**src/rtl/fetch_ctrl.sv**
```systemverilog
`default_nettype none
// ============================================================================
// Module   : fetch_ctrl
// Purpose  : Instruction-fetch sequencer between the instruction SRAM and the
//            instruction FIFO of the 12-bit processor. It generates the
//            sequential fetch PC and issues SRAM reads (1-cycle latency). It
//            enqueues returned {addr, data} pairs and throttles issue with a
//            credit count so the FIFO never overflows. It also clears the FIFO
//            while idle and on branch redirect, and discards wrong-path
//            responses.
// Ports    : clk              - clock, all state on posedge
//            reset_n_i        - asynchronous active-low reset
//            start_i          - begin fetching at start_addr_i (IDLE only)
//            start_addr_i     - initial PC
//            redirect_i       - branch/jump redirect request
//            redirect_addr_i  - redirect target PC
//            halt_i           - stop issuing new fetches
//            deque_i          - consumer pops FIFO head
//            sram_re_o        - SRAM read enable
//            sram_addr_o      - SRAM read address (current PC)
//            sram_data_i      - SRAM read data, valid the cycle after a read
//            fifo_enque_o     - FIFO enqueue
//            fifo_addr_o      - FIFO write address
//            fifo_data_o      - FIFO write data
//            fifo_deque_o     - FIFO dequeue (filtered deque_i)
//            fifo_clear_o     - FIFO clear
//            busy_o           - sequencer not idle
// Revision : 1.0 - initial release
// ============================================================================
module fetch_ctrl #(
  parameter int I_WIDTH  = 12,
  parameter int A_WIDTH  = 8,
  parameter int LG_DEPTH = 2
) (
  input  logic               clk,
  input  logic               reset_n_i,
  input  logic               start_i,
  input  logic [A_WIDTH-1:0] start_addr_i,
  input  logic               redirect_i,
  input  logic [A_WIDTH-1:0] redirect_addr_i,
  input  logic               halt_i,
  input  logic               deque_i,
  output logic               sram_re_o,
  output logic [A_WIDTH-1:0] sram_addr_o,
  input  logic [I_WIDTH-1:0] sram_data_i,
  output logic               fifo_enque_o,
  output logic [A_WIDTH-1:0] fifo_addr_o,
  output logic [I_WIDTH-1:0] fifo_data_o,
  output logic               fifo_deque_o,
  output logic               fifo_clear_o,
  output logic               busy_o
);

  // One extra bit so occupancy plus an in-flight response never wraps.
  localparam int               CNT_W = LG_DEPTH + 1;
  localparam logic [CNT_W-1:0] C_CAP = CNT_W'((1 << LG_DEPTH) - 1);

  typedef enum logic [1:0] {
    S_IDLE  = 2'd0,
    S_FETCH = 2'd1,
    S_HALT  = 2'd2,
    S_FLUSH = 2'd3
  } state_t;

  state_t             r_state;
  state_t             w_state_nxt;
  logic [A_WIDTH-1:0] r_pc;
  logic [A_WIDTH-1:0] w_pc_nxt;
  logic [CNT_W-1:0]   r_occ;
  logic [CNT_W-1:0]   w_occ_nxt;
  logic               r_rsp_valid;
  logic [A_WIDTH-1:0] r_rsp_addr;

  logic               w_issue_ok;
  logic               w_issue;
  logic               w_enque;
  logic               w_deque;
  logic               w_active;

  // Credit ignores a same-cycle dequeue: the freed slot is only reused one
  // cycle later, which keeps the check off the consumer's timing path.
  assign w_issue_ok = (r_occ + CNT_W'(r_rsp_valid)) < C_CAP;
  assign w_active   = (r_state == S_FETCH) || (r_state == S_HALT);

  assign w_issue = (r_state == S_FETCH) && w_issue_ok && !halt_i && !redirect_i;

  // A response returning in the redirect cycle belongs to the old path.
  assign w_enque = r_rsp_valid && w_active &&
                   !((r_state == S_FETCH) && redirect_i);

  // Dequeues on an empty FIFO are dropped so occupancy cannot underflow.
  assign w_deque = deque_i && (r_occ != '0) && w_active;

  assign sram_re_o    = w_issue;
  assign sram_addr_o  = r_pc;
  assign fifo_enque_o = w_enque;
  assign fifo_addr_o  = r_rsp_addr;
  assign fifo_data_o  = sram_data_i;
  assign fifo_deque_o = w_deque;
  assign fifo_clear_o = (r_state == S_IDLE) || (r_state == S_FLUSH);
  assign busy_o       = (r_state != S_IDLE);

  always_comb begin
    w_state_nxt = r_state;
    w_pc_nxt    = r_pc;
    case (r_state)
      S_IDLE: begin
        if (start_i) begin
          w_state_nxt = S_FETCH;
          w_pc_nxt    = start_addr_i;
        end
      end
      S_FETCH: begin
        // Redirect takes priority over halt in the same cycle.
        if (redirect_i) begin
          w_state_nxt = S_FLUSH;
          w_pc_nxt    = redirect_addr_i;
        end else if (halt_i) begin
          w_state_nxt = S_HALT;
        end else if (w_issue) begin
          w_pc_nxt = r_pc + A_WIDTH'(1);
        end
      end
      S_HALT: begin
        if (redirect_i) begin
          w_state_nxt = S_FLUSH;
          w_pc_nxt    = redirect_addr_i;
        end
      end
      S_FLUSH: begin
        w_state_nxt = S_FETCH;
      end
      default: begin
        w_state_nxt = S_IDLE;
      end
    endcase
  end

  // The FIFO is held clear in IDLE and FLUSH, so occupancy tracks that.
  always_comb begin
    w_occ_nxt = r_occ;
    if (fifo_clear_o) begin
      w_occ_nxt = '0;
    end else begin
      w_occ_nxt = r_occ + CNT_W'(w_enque) - CNT_W'(w_deque);
    end
  end

  always_ff @(posedge clk or negedge reset_n_i) begin
    if (!reset_n_i) begin
      r_state     <= S_IDLE;
      r_pc        <= '0;
      r_occ       <= '0;
      r_rsp_valid <= 1'b0;
      r_rsp_addr  <= '0;
    end else begin
      r_state     <= w_state_nxt;
      r_pc        <= w_pc_nxt;
      r_occ       <= w_occ_nxt;
      r_rsp_valid <= w_issue;
      if (w_issue) begin
        r_rsp_addr <= r_pc;
      end
    end
  end

endmodule
`default_nettype wire

```
**config.mk**
```make
export PLATFORM = sky130hd
export DESIGN_NAME = fetch_ctrl
export DESIGN_NICKNAME = d
export VERILOG_FILES = /design/src/rtl/fetch_ctrl.sv
export SDC_FILE = /design/constraint.sdc
export NUM_CORES = 1
export LEC_CHECK = 0
export CAP_MARGIN = 40
export CORE_MARGIN = 8
export CORE_UTILIZATION = 30
export DETAILED_ROUTE_END_ITERATION = 10
export PLACE_DENSITY = 0.66
export SYNTH_ARGS = -nofsm -noshare
export SYNTH_HDL_FRONTEND = slang
export SYNTH_SLANG_ARGS = --single-unit
```
**constraint.sdc**
```tcl
create_clock -name clk -period 4.2 [get_ports clk]
set_input_delay 0.84 -clock clk [delete_from_list [all_inputs] [get_ports clk]]
set_output_delay 0.84 -clock clk [all_outputs]
set_load 0.02 [all_outputs]
```
# Word level (Yosys, flattened, before mapping)

Index checks and enable logic that the tools add are counted.

Order comparisons: 1
Muxes and demuxes: 12
Add/sub/neg operators: 4
Reductions and logical operators: 19
Eq/ne operators: 8

Operators with widths:

| operator                                                              | count |
|---|---|
| 8-bit two-way mux                                                     | 5 |
| 8-bit one-hot mux with 3 select lines                                 | 1 |
| 3-bit inequality test, second input constant                          | 3 |
| 8-bit by 1-bit adder with 8-bit output, second input constant         | 1 |
| 1-bit logical AND                                                     | 8 |
| 2-bit two-way mux                                                     | 4 |
| 2-bit one-hot mux with 4 select lines                                 | 1 |
| 3-bit by 1-bit adder with 3-bit output                                | 2 |
| 3-bit nonzero test                                                    | 2 |
| 5-bit AND reduction                                                   | 1 |
| 2-bit equality test, second input constant                            | 2 |
| 2-bit inequality test, second input constant                          | 2 |
| 1-bit logical NOT                                                     | 3 |
| 3-bit by 2-bit < comparator with 1-bit output, second input constant  | 1 |
| 3-bit two-way mux                                                     | 1 |
| 3-bit AND reduction                                                   | 1 |
| 3-bit by 1-bit subtractor with 3-bit output                           | 1 |
| 2-bit by 1-bit equality test with 1-bit output, second input constant | 1 |
| 2-bit logical NOT                                                     | 1 |
| 1-bit logical OR                                                      | 2 |
| 2-bit nonzero test                                                    | 1 |

Word-level logic and storage cells: 49
Flip-flop bits (word level): 22
Output and inout bits: 33
Input bits: 34

# Depth between registers and ports, before layout

Gate-level depths: netlist of run 1.

Word-level depth: 9
Gate-level depth with buffers: 11
Gate-level depth less buffers: 10

# Worst setup path before layout of run 1

No wires, ideal clock.

Path type: reg2reg
From: register r_state[0]
To: register r_occ[2]
Slack: 1657 ps
Stages on the path, launching flop included: 12
Required time: 4072 ps
Arrival: 2415 ps
Period minus slack after synthesis: 2543 ps
Setup time: 128 ps
Path buffers: 1
Cells stage by stage: dfrtp_1 > inv_1 > ha_1 > clkbuf_1 > o311a_1 > ha_1 > inv_1 > ha_1 > inv_1 > fa_1 > xnor2_1 > nor2_1

Elaborated cells between the ends (all ways): 14
Classes of those cells: 2 x add/sub; 3 x eq/ne; 1 x mux; 8 x reduce/logical

RTL lines:

| element                                                                                      | line | text |
|---|---|---|
| from (decl)                                                                                  | 65   | `state_t r_state;` |
| from (signal assigned)                                                                       | 157  | `r_state <= w_state_nxt;` |
| 2-bit by 1-bit equality test with 1-bit output / 2-bit equality test (equally long branches) | 83   | `assign w_active = (r_state == S_FETCH) \|\| (r_state == S_HALT);` |
| 1-bit logical OR *                                                                           | 83   |  |
| 1-bit logical AND *                                                                          | 92   | `assign w_deque = deque_i && (r_occ != '0) && w_active;` |
| via fifo_deque_o                                                                             | 49   | `output logic fifo_deque_o,` |
| 3-bit by 1-bit subtractor with 3-bit output *                                                | 145  | `w_occ_nxt = r_occ + CNT_W'(w_enque) - CNT_W'(w_deque);` |
| 3-bit two-way mux *                                                                          | 142  | `if (fifo_clear_o) begin` |
| via w_occ_nxt[2]                                                                             | 70   | `logic [CNT_W-1:0] w_occ_nxt;` |
| to (signal assigned)                                                                         | 159  | `r_occ <= w_occ_nxt;` |
| to (decl)                                                                                    | 69   | `logic [CNT_W-1:0] r_occ;` |

The timed path passes the listed nets; every way through them passes the cells marked *.
A chain may end at the register's enable or synchronous reset.

# Worst setup path in the final report of run 1

From: input port redirect_i
To: output port fifo_enque_o

Word-level cells in the longest chain between the ends: 3

Ends and longest elaborated chain:

| element           | line | text |
|---|---|---|
| from (decl)       | 39   | `input logic redirect_i,` |
| 1-bit logical AND | 89   | `!((r_state == S_FETCH) && redirect_i);` |
| 1-bit logical NOT | 89   |  |
| 1-bit logical AND | 88   | `assign w_enque = r_rsp_valid && w_active &&` |
| to (decl)         | 46   | `output logic fifo_enque_o,` |

Every way passes these cells.

==> results of run 1 <==
-- worst max-delay path, delay by kind of cell --
family | cells | cell delay (ns)
buffers and inverters | 2 | 1.23
AND/OR/NAND/NOR | 2 | 0.38
-- per-layer routing --
metal,vias up,GRT usage,share of wire
li1,548,-,-
met1,518,0.120,0.44
met2,25,0.163,0.48
met3,4,0.0371,0.070
met4,0,0.0392,0.0080
met5,-,0,0
-- cell type report --
class                      count  share of cell area
multi-input combinational     97               0.378
sequential                    22               0.299
timing repair buffer          44               0.241
tap                           52              0.0354
clock buffer                   4              0.0299
inverter                       8              0.0163
-- sequential cells by signal, indices dropped and copies added, names as in the netlist --
name         flops
r_rsp_valid      1
r_occ            3
sram_addr_o      8
fifo_addr_o      8
r_state          2
-- report_power, final --
part           internal, mW  leakage (nW)  switching, mW
clock                0.0834        0.0288         0.0660
sequential            0.314         0.276         0.0975
combinational         0.424         0.506          0.471
-- cell usage after synthesis, types with 2 or more instances --
cell,number
ha_1,9
xnor2_1,5
nor2_1,14
dfrtp_1,22
and3_1,2
nand2_1,11
buf_4,12
nand3_1,2
nor3_1,2
a221oi_1,2
xor2_1,3
o31ai_1,4
inv_1,7
o21ai_0,9
a22o_1,3
o22ai_1,2
mux2_2,9
a21oi_1,5
-- per-stage QoR --
stage	setup slack [ns]	power, mW
floorplan	1.66	1.01
global placement	0.940	1.31
detailed placement	0.908	1.33
CTS	0.907	1.48
global route	0.763	1.60
finish	0.916	1.46
-- worst max-delay path by stage --
| stage | startpoint | end | slack [ns] | cells after the start |
|---|---|---|---|---|
| after floorplan | r_state[0]$_DFFE_PN0P_ | r_occ[2]$_DFF_PN0_ | 1.66 | 11 |
| after global placement | redirect_i | fifo_enque_o | 0.94 | 4 |
| after detailed placement | redirect_i | fifo_enque_o | 0.91 | 4 |
| after CTS | redirect_i | fifo_enque_o | 0.91 | 4 |
| after global routing | r_state[1]$_DFFE_PN0P_ | fifo_clear_o | 0.76 | 4 |
| final | redirect_i | fifo_enque_o | 0.92 | 4 |
-- logic make-up (layout without fill, tap and decap cells) --
logic type                 Yosys count  in the layout  share of synthesized area
muxes                                9              9                     0.0731
DFF                                 22             22                      0.397
adders and majority gates           10             10                     0.0957
buffers and inverters               23             56                      0.101
xor gates and xnor gates             8              8                     0.0505
and+or+nand+nor                     39             39                      0.133
AOI/OAI and AO/OA                   31             31                      0.150
-- placed cells by master, fill, tap and decap left out --
cell type        netlist  final
clkdlybuf4s50_1        0     42
dfrtp_1               22     22
nor2_1                14     14
nand2_1               11     11
mux2_2                 9      9
o21ai_0                9      9
ha_1                   9      9
inv_1                  7      7
xnor2_1                5      5
a21oi_1                5      5
o31ai_1                4      4
clkbuf_8               0      4
xor2_1                 3      3
a22o_1                 3      3
and3_1                 2      2
a221oi_1               2      2
o22ai_1                2      2
nor3_1                 2      2
nand3_1                2      2
clkinv_1               1      1
o311a_1                1      1
and2_1                 1      1
and2b_1                1      1
nand3_2                1      1
nor2_2                 1      1
nor2b_1                1      1
a211o_1                1      1
or2b_1                 1      1
nand2b_1               1      1
a221o_1                1      1
nor3b_1                1      1
a22oi_1                1      1
a211oi_1               1      1
a21o_1                 1      1
fa_1                   1      1
buf_8                  0      1
buf_4                 12      1
==> results by group, run 1 <==
Run status
  • Status: completed

Worst setup path
  • Crit path max fanout: 11
  • Critical Path AT: 2.44 ns
  • CP required: 3.36 ns
  • Largest stage delay on the critical path: 0.69 ns
  • FF-to-FF End: r_occ[2]$_DFF_PN0_
  • R2r startpoint: r_state[1]$_DFFE_PN0P_
  • R2R Setup Slk: 1.67 ns
  • R2R depth: 10
  • Worst Setup Path Type: input pin to output port
  • CP endpoint kind: output port
  • Critical path cell sequence: clkdlybuf4s50_1 -> nand2_1 -> and3_1 -> clkdlybuf4s50_1
  • Startpoint types: input pin
  • Most used cell, CP: clkdlybuf4s50_1
  • Worst path slowest cell: clkdlybuf4s50_1

Finish
  • Final instance area: 1840 sq um
  • Area delta synth->final: 32.7%
  • Finished Layout Cells: 227
  • Nets@finish: 220
  • Layout Utilization: 0.417
  • N_diodes: 0
  • Fill count: 432
  • Storage element area: 551 sq um
  • Fraction of layout cells with a size suffix above 1: 0.0971
  • Area of the multi-input gates: 696 sq um

Clock tree
  • CTS root buf: clkbuf_8
  • H-tree levels: 1
  • Clk buf depth: 2
  • Post-CTS Resized: 0
  • Hold-fix buffers, CTS: 0
  • Clock sinks: 22
  • Post-CTS Setup Bufs: 0
  • Worst-path clk slew: 0.08 ns
  • Clk Latency, worst-skew pair: 0.26 ns
  • CTS tree: built
  • Total CTS buffers: 3

Place
  • IO buf count: 42
  • Dpl hpwl: 2720 microns
  • Placed cells: 223
  • Placed Area: 1780 sq um
  • GPL Wtd Cong: 0.838

Worst hold path
  • Hold EP: fifo_addr_o[2]$_DFFE_PN0P_
  • Hold_sp: fifo_addr_o[2]$_DFFE_PN0P_
  • Worst Hold Class: flop to flop
  • WHS Path Cells: 1

STA
  • Worst Skew: 0.00163 ns
  • Final Hold Fails: 0
  • Max-slew violation count: 0
  • Total negative slack: 0 ns
  • Worst-Margin Slew: 0.518 ns
  • Period utilization: 0.782
  • Max Clock Freq: 305 MHz
  • RSZ-0062 raised after global routing: no
  • Endpoints failing setup: 0
  • Final min period: 3.28 ns
  • Min Hold Slack: 0.512 ns
  • Slew headroom: 0.654

Floorplan
  • Die Wd: 84.0 microns
  • Initial Utilization: 0.314
  • Core Area: 4410 sq um
  • # rows: 24
  • Die H: 84.0 microns
  • Die area: 7050 sq um
  • I/O pin count: 67

Drt
  • Initial DRT Pass Iterations: 4
  • DRT antenna net count: 0
  • Iter 0 DRT Violations: 59
  • Vias: 1095
  • Post-route DRC: 0
  • WL/cell: 14.9 microns
  • Final wirelength: 3390 microns
  • Via density per instance: 4.82

GRT
  • Gr usage total: 0.101
  • Global-route wire length before repair: 5890 microns
  • Initial antenna violation count: 0
  • Largest net degree at the start of global routing: 17
  • Grt total ovfl: 0
  • Number of global-route vias before repair: 1210

Synthesis
  • Syn Inst Count: 142
  • Synth Area per Inst: 9.76 sq um
  • Register area share after synthesis: 0.397
  • Share of Yosys cell area claimed by the top area cell type: 0.397
  • Top post-synthesis cells by area: dfrtp_1 40%, ha_1 8.1%, mux2_2 7.3%
  • EDFF count, synth: 0
  • Yosys warnings: 0
  • #FFs+latches synth: 22
  • Synth area leader: dfrtp_1
  • Count of cell types in the netlist: 37
  • Post-synth net total: 186
  • Synth Flop Type: dfrtp_1
  • Netlist Area Pre-Place: 1390 sq um
  • Async SR Flop Fraction: 1.00

Power and ir drop
  • P per Cell Area: 791 nW/um^2
  • Worst vdd ir: 0.203 mV
  • Leak: 0.810 nW

Run
  • Max-cap viol count: 0
Power figures use the tool's default switching activity.
==> run 2: changes to the inputs <==
- PLACE_DENSITY: 0.66 -> 0.69
- clock period: 4.2 -> 2.8 ns (I/O delays scaled with it)
==> run 2 against run 1 <==
  * Sequential share of layout area down 0.50 points
  * Global-route usage fell by 0.36 points
  * Sequential cell count is the same
  * Combinational power rose by 54%
  * Final cell count rose by 1.3%
  * First-iteration DRC count shrank 32%
  * Core utilization grew 0.71 points
  * Sequential power up 50%
  * Clock skew grew 0.0020 ns
  * Via count rose by 2.6%
  * Count of clock-buffer cells in the layout down 1
  * Critical path type is now flop to output port
==> results by group, run 2 (synthesis results as in run 1) <==
Worst hold path
  • Hold EP: fifo_addr_o[7]$_DFFE_PN0P_
  • Hold_sp: fifo_addr_o[7]$_DFFE_PN0P_
  • WHS Path Cells: 1 (unchanged)
  • Worst Hold Class: flop to flop

Worst setup path
  • R2R Setup Slk: 0.55 ns (-1.12 ns)
  • Critical path cell sequence: ha_1 -> ha_1 -> xnor2_1 -> nand3_2 -> nor2_2 -> clkdlybuf4s50_1
  • R2R depth: 10 (unchanged)
  • Most used cell, CP: ha_1
  • Worst Setup Path Type: flop to output port
  • Critical Path AT: 2.08 ns (-0.36 ns)
  • CP endpoint kind: output port
  • Crit path max fanout: 3 (-8)
  • R2r startpoint: r_state[0]$_DFFE_PN0P_
  • Startpoint types: flop
  • CP required: 2.24 ns (-1.12 ns)
  • Worst path slowest cell: clkdlybuf4s50_1
  • Largest stage delay on the critical path: 0.63 ns (-0.06 ns)
  • FF-to-FF End: r_occ[2]$_DFF_PN0_

Clock tree
  • Worst-path clk slew: 0.08 ns (about the same)
  • H-tree levels: 1 (unchanged)
  • Total CTS buffers: 3 (unchanged)
  • Clk Latency, worst-skew pair: 0.26 ns (about the same)
  • CTS tree: built
  • Hold-fix buffers, CTS: 0 (unchanged)
  • CTS root buf: clkbuf_8
  • Post-CTS Resized: 0 (unchanged)
  • Post-CTS Setup Bufs: 0 (unchanged)
  • Clock sinks: 22 (unchanged)
  • Clk buf depth: 2 (unchanged)

Finish
  • Final instance area: 1870 sq um (+1.7%)
  • N_diodes: 0 (unchanged)
  • Fraction of layout cells with a size suffix above 1: 0.112 (+0.0152)
  • Nets@finish: 223 (+1.4%)
  • Finished Layout Cells: 230 (+1.3%)
  • Most common cell after layout, fill and taps aside: clkdlybuf4s50_1
  • Commonest cells after routing, fill and taps aside: 42 x clkdlybuf4s50_1, 22 x dfrtp_1, 14 x nor2_1
  • Area delta synth->final: 34.9%

Power and ir drop
  • Worst vdd ir: 0.385 mV (+89%)
  • Switch Pwr: 969 uW (+53%)
  • Clock power share: 0.128 (+0.025)
  • Combinational share of power: 0.603 (-0.012)
  • Sw Ratio: 0.422 (-0.0140)
  • Share of power burned in registers: 0.269 (-0.014)
  • P_int: 1.33 mW (+62%)
  • Leak: 0.829 nW (+2.3%)
  • P per Cell Area: 1230 nW/um^2 (+55%)

Floorplan
  • Die area: 7050 sq um (unchanged)
  • Die Wd: 84.0 microns (unchanged)
  • I/O pin count: 67 (unchanged)
  • Die H: 84.0 microns (unchanged)
  • # rows: 24 (unchanged)
  • Core Area: 4410 sq um (unchanged)
  • Initial Utilization: 0.314 (unchanged)

GRT
  • Global-route wire length before repair: 5710 microns (-3.2%)
  • Grt total ovfl: 0 (unchanged)
  • GRT busiest layer: met2
  • Gr usage total: 0.0978 (-0.00364)
  • Largest net degree at the start of global routing: 23 (+6)
  • Routing usage on met3: 0.0420 (+0.00488)
  • Grt met1 use: 0.106 (-0.0132)
  • Routing usage on met2: 0.164 (+0.00140)
  • Initial antenna violation count: 0 (unchanged)
  • Number of global-route vias before repair: 1195 (-1.2%)

STA
  • Final Hold Fails: 0 (unchanged)
  • Worst Skew: 0.00359 ns (+0.00196 ns)
  • RSZ-0062 raised after global routing: no
  • Period utilization: 0.944
  • Max-slew violation count: 0 (unchanged)
  • Endpoints failing setup: 0 (unchanged)
  • Worst-Margin Slew: 0.491 ns (-0.0267 ns)
  • Final min period: 2.64 ns
  • Slew headroom: 0.673 (+0.0189)
  • Max Clock Freq: 378 MHz
  • Total negative slack: 0 ns (unchanged)

Place
  • Placed cells: 226 (+1.3%)
  • Dpl hpwl: 2680 microns (-1.4%)
  • Placed Area: 1800 sq um (+0.84%)
  • GPL Wtd Cong: 0.814 (-2.9%)
  • IO buf count: 42 (unchanged)

Drt
  • Initial DRT Pass Iterations: 4 (unchanged)
  • WL/cell: 15.0 microns (+0.79%)
  • Via density per instance: 4.89 (+1.3%)
  • Vias: 1124 (+2.6%)
  • DRT antenna net count: 0 (unchanged)
  • Post-route DRC: 0 (unchanged)
  • Iter 0 DRT Violations: 40 (-32%)
  • Final wirelength: 3460 microns (+2.1%)

Run
  • Max-cap viol count: 0 (unchanged)

Run status
  • Status: completed
-- run 2: cell types whose count changed in the layout (fill, tap and decap cells not counted), sizes merged --
| cell | before | now |
|---|---|---|
| buf | 2 | 5 |
| bufinv | 0 | 1 |
| clkbuf | 4 | 3 |
-- run 2: power groups by stage --
| stage | Combinational, mW | Clock (mW) | Sequential, mW |
|---|---|---|---|
| 5_1_grt | 1.54 | 0.313 | 0.643 |
| 4_1_cts | 1.41 | 0.306 | 0.620 |
| 3_5_place_dp | 1.40 | 0 | 0.626 |
| 2_1_floorplan | 0.793 | 0 | 0.729 |
| 3_3_place_gp | 1.39 | 0 | 0.620 |
| 6_report | 1.38 | 0.295 | 0.618 |
-- run 2: worst max-delay path: cells and delay by family (launching register included) --
family	cells	cell delay, ns
XOR/XNOR	1	0.19
adder cells (fa/ha/maj)	2	0.38
buffers and inverters	1	0.63
flip-flops	1	0.40
AND/OR/NAND/NOR	2	0.22
-- run 2: metal layers --
| layer | up-vias | part of all wire | routed length [microns] |
|---|---|---|---|
| li1 | 553 | - | - |
| met1 | 532 | 0.43 | 1490 |
| met2 | 32 | 0.47 | 1630 |
| met3 | 7 | 0.082 | 284 |
| met4 | 0 | 0.016 | 57 |
| met5 | - | 0 | 0 |
-- run 2: final cells by class --
| type | instances | area (sq um) |
|---|---|---|
| flip-flops and latches | 22 | 551 |
| multi-input cells | 97 | 696 |
| clock buffers | 3 | 41.3 |
| fillers | 446 | 2540 |
| well taps | 52 | 65.1 |
| inverters | 8 | 30.0 |
| repair buffers | 47 | 458 |
| clock inverters | 1 | 30.0 |
-- run 2: how the worst max path moves through the flow --
stage                                 from            endpoint  slack (ns)  cells past startpoint
global route            r_occ[0]$_DFF_PN0_           sram_re_o        0.04                      6
CTS                     r_occ[0]$_DFF_PN0_           sram_re_o        0.13                      6
global placement                    halt_i           sram_re_o        0.24                      5
detailed placement                  halt_i           sram_re_o        0.23                      5
floorplan           r_state[0]$_DFFE_PN0P_  r_occ[2]$_DFF_PN0_        0.26                     11
finish                  r_occ[0]$_DFF_PN0_           sram_re_o        0.16                      6
-- run 2: per-stage QoR --
step	util	hold WS [ns]	setup WS (ns)	power [mW]
after global placement	0.408	0.488	0.237	2.01
final	0.424	0.506	0.157	2.30
after floorplan	-	0.264	0.257	1.52
after detailed placement	0.408	0.495	0.233	2.03
after global routing	0.424	0.533	0.0377	2.49
after CTS	0.424	0.514	0.131	2.33
==> run 3: changes to the inputs <==
- CORE_UTILIZATION: 30 -> 37
- PLACE_DENSITY: 0.69 -> 0.81
- clock period: 2.8 -> 2.25 ns (I/O delays scaled with it)
==> run 3 against run 2 <==
  * Wire length shrank 6.0%
  * Highest routed layer unchanged
  * Hold slack better by 0.0065 ns
  * Global-route usage increased by 1.5 points
  * Final area up 3.9%
  * Largest power group unchanged
  * Clock power up 23%
==> results by group, run 3 (synthesis results as in run 1) <==
Drt
  • Vias: 1155 (+2.8%)
  • WL/cell: 13.9 microns (-7.6%)
  • Iter 0 DRT Violations: 35 (-13%)
  • Via density per instance: 4.94 (+1.0%)
  • Initial DRT Pass Iterations: 4 (unchanged)
  • DRT antenna net count: 0 (unchanged)
  • Final wirelength: 3250 microns (-6.0%)
  • Post-route DRC: 0 (unchanged)

Finish
  • Area delta synth->final: 40.2%
  • Final instance area: 1940 sq um (+3.9%)
  • Fraction of layout cells with a size suffix above 1: 0.177 (+0.0651)
  • Nets@finish: 231 (+3.6%)
  • Commonest cells after routing, fill and taps aside: 39 x clkdlybuf4s50_1, 22 x dfrtp_1, 14 x nor2_1
  • Most common cell after layout, fill and taps aside: clkdlybuf4s50_1
  • Fill count: 331 (-26%)
  • N_diodes: 0 (unchanged)

Floorplan
  • # rows: 22 (-8.3%)
  • I/O pin count: 67 (unchanged)
  • Core Area: 3630 sq um (-18%)
  • Die Wd: 77.2 microns (-8.1%)
  • Initial Utilization: 0.382 (+0.0675)
  • Die H: 77.2 microns (-8.1%)
  • Die area: 5960 sq um (-15%)

Worst setup path
  • CP required: 2.40 ns (+0.16 ns)
  • CP endpoint kind: flop
  • Worst path slowest cell: dfrtp_1
  • Most used cell, CP: inv_1
  • FF-to-FF End: r_occ[2]$_DFF_PN0_
  • R2R Setup Slk: 0.12 ns (-0.43 ns)
  • Startpoint types: flop
  • R2R depth: 10 (unchanged)
  • Largest stage delay on the critical path: 0.39 ns (-0.24 ns)
  • WP buf/inv: 3 (+2)
  • Critical Path AT: 2.28 ns (+0.20 ns)
  • Crit path max fanout: 5 (+2)
  • Worst Setup Path Type: flop to flop
  • CP top delay family: adder cells
  • Critical path cell sequence: inv_1 -> ha_4 -> o311a_4 -> ha_1 -> inv_1 -> ha_1 -> inv_1 -> fa_1 -> xnor2_1 -> nor2_1
  • R2r startpoint: r_state[1]$_DFFE_PN0P_

STA
  • Endpoints failing setup: 0 (unchanged)
  • Final Hold Fails: 0 (unchanged)
  • Worst Skew: 0.00699 ns (+0.00340 ns)
  • Max-slew violation count: 0 (unchanged)
  • Max Clock Freq: 470 MHz
  • Slew headroom: 0.801 (+0.128)
  • Period utilization: 0.947
  • Min Hold Slack: 0.512 ns (+0.00651 ns)
  • Final min period: 2.13 ns
  • RSZ-0062 raised after global routing: no
  • Worst-Margin Slew: 0.298 ns (-0.193 ns)

Power and ir drop
  • Overall power: 2.97 mW (+29%)
  • Worst vdd ir: 0.485 mV (+26%)
  • Leak: 0.872 nW (+5.2%)
  • P per Cell Area: 1530 nW/um^2 (+24%)

Clock tree
  • Clk Latency, worst-skew pair: 0.26 ns (about the same)
  • CTS tree: built
  • Total CTS buffers: 3 (unchanged)
  • Hold-fix buffers, CTS: 0 (unchanged)
  • H-tree levels: 1 (unchanged)
  • CTS root buf: clkbuf_8
  • Worst-path clk slew: 0.07 ns (about the same)
  • Clk buf depth: 2 (unchanged)
  • Clock sinks: 22 (unchanged)

GRT
  • Largest net degree at the start of global routing: 23 (unchanged)
  • Number of global-route vias before repair: 1208 (+1.1%)
  • Gr usage total: 0.113 (+0.0154)
  • Global-route wire length before repair: 5600 microns (-1.8%)
  • Grt total ovfl: 0 (unchanged)
  • Initial antenna violation count: 0 (unchanged)

Place
  • Dpl hpwl: 2560 microns (-4.8%)
  • Placed Area: 1860 sq um (+3.1%)
  • GPL Wtd Cong: 0.760 (-6.6%)
  • IO buf count: 42 (unchanged)

Worst hold path
  • Hold_sp: fifo_addr_o[5]$_DFFE_PN0P_
  • Worst Hold Class: flop to flop
  • Hold EP: fifo_addr_o[5]$_DFFE_PN0P_
  • WHS Path Cells: 1 (unchanged)

Run status
  • Status: completed

Run
  • Max-cap viol count: 0 (unchanged)
run 3: final cells by class:
type	count	area, sq um	area share
Multi-Input combinational cell	97	721	0.371
Sequential cell	22	551	0.283
Timing Repair Buffer	55	510	0.263
Tap cell	48	60.1	0.0309
Clock buffer	3	41.3	0.0212
Clock inverter	1	30.0	0.0155
Inverter	8	30.0	0.0155
run 3: stage by stage:
step,TNS (ns),utilization,cells,worst slack (ns)
2_1_floorplan,0,-,142,0.00909
3_3_place_gp,-0.161,0.511,227,-0.0955
3_5_place_dp,-0.239,0.511,227,-0.120
4_1_cts,0,0.530,231,0.0223
5_1_grt,0,0.535,234,0.00767
6_report,0,0.535,234,0.120
run 3: report_power, final:
| part | leakage (nW) | switching (mW) | internal (mW) | total, mW |
|---|---|---|---|---|
| clock | 0.0357 | 0.125 | 0.237 | 0.362 |
| sequential | 0.276 | 0.177 | 0.586 | 0.763 |
| combinational | 0.560 | 0.925 | 0.920 | 1.84 |
| total | 0.872 | 1.23 | 1.74 | 2.97 |
run 3: routing by layer:
metal / share of wire / vias to the layer above / GRT usage / wire length, microns
li1: - / 568 / - / -
met1: 0.43 / 548 / 0.129 / 1420
met2: 0.47 / 35 / 0.181 / 1510
met3: 0.089 / 4 / 0.0490 / 291
met4: 0.0092 / 0 / 0.0453 / 30
met5: 0 / - / 0 / 0
run 3: timing repair:
item,CTS,global route
endpoints found under the setup margin,3,3
resized for setup,4,3
buffers inserted,0,3
run 3: worst max path at each step:
stage,endpoint,start,cells after the start
floorplan,r_occ[2]$_DFF_PN0_,r_state[1]$_DFFE_PN0P_,11
global placement,sram_re_o,halt_i,5
detailed placement,sram_re_o,halt_i,5
CTS,sram_re_o,r_occ[0]$_DFF_PN0_,6
global route,r_occ[2]$_DFF_PN0_,r_state[1]$_DFFE_PN0P_,10
finish,r_occ[2]$_DFF_PN0_,r_state[1]$_DFFE_PN0P_,10
run 3: worst register-to-register path: stages (launching register included):
cell and delay [ns]:
dfrtp_1 0.39, inv_1 0.10, ha_4 0.30, o311a_4 0.20, ha_1 0.22, inv_1 0.06, ha_1 0.14, inv_1 0.05
fa_1 0.37, xnor2_1 0.16, nor2_1 0.05
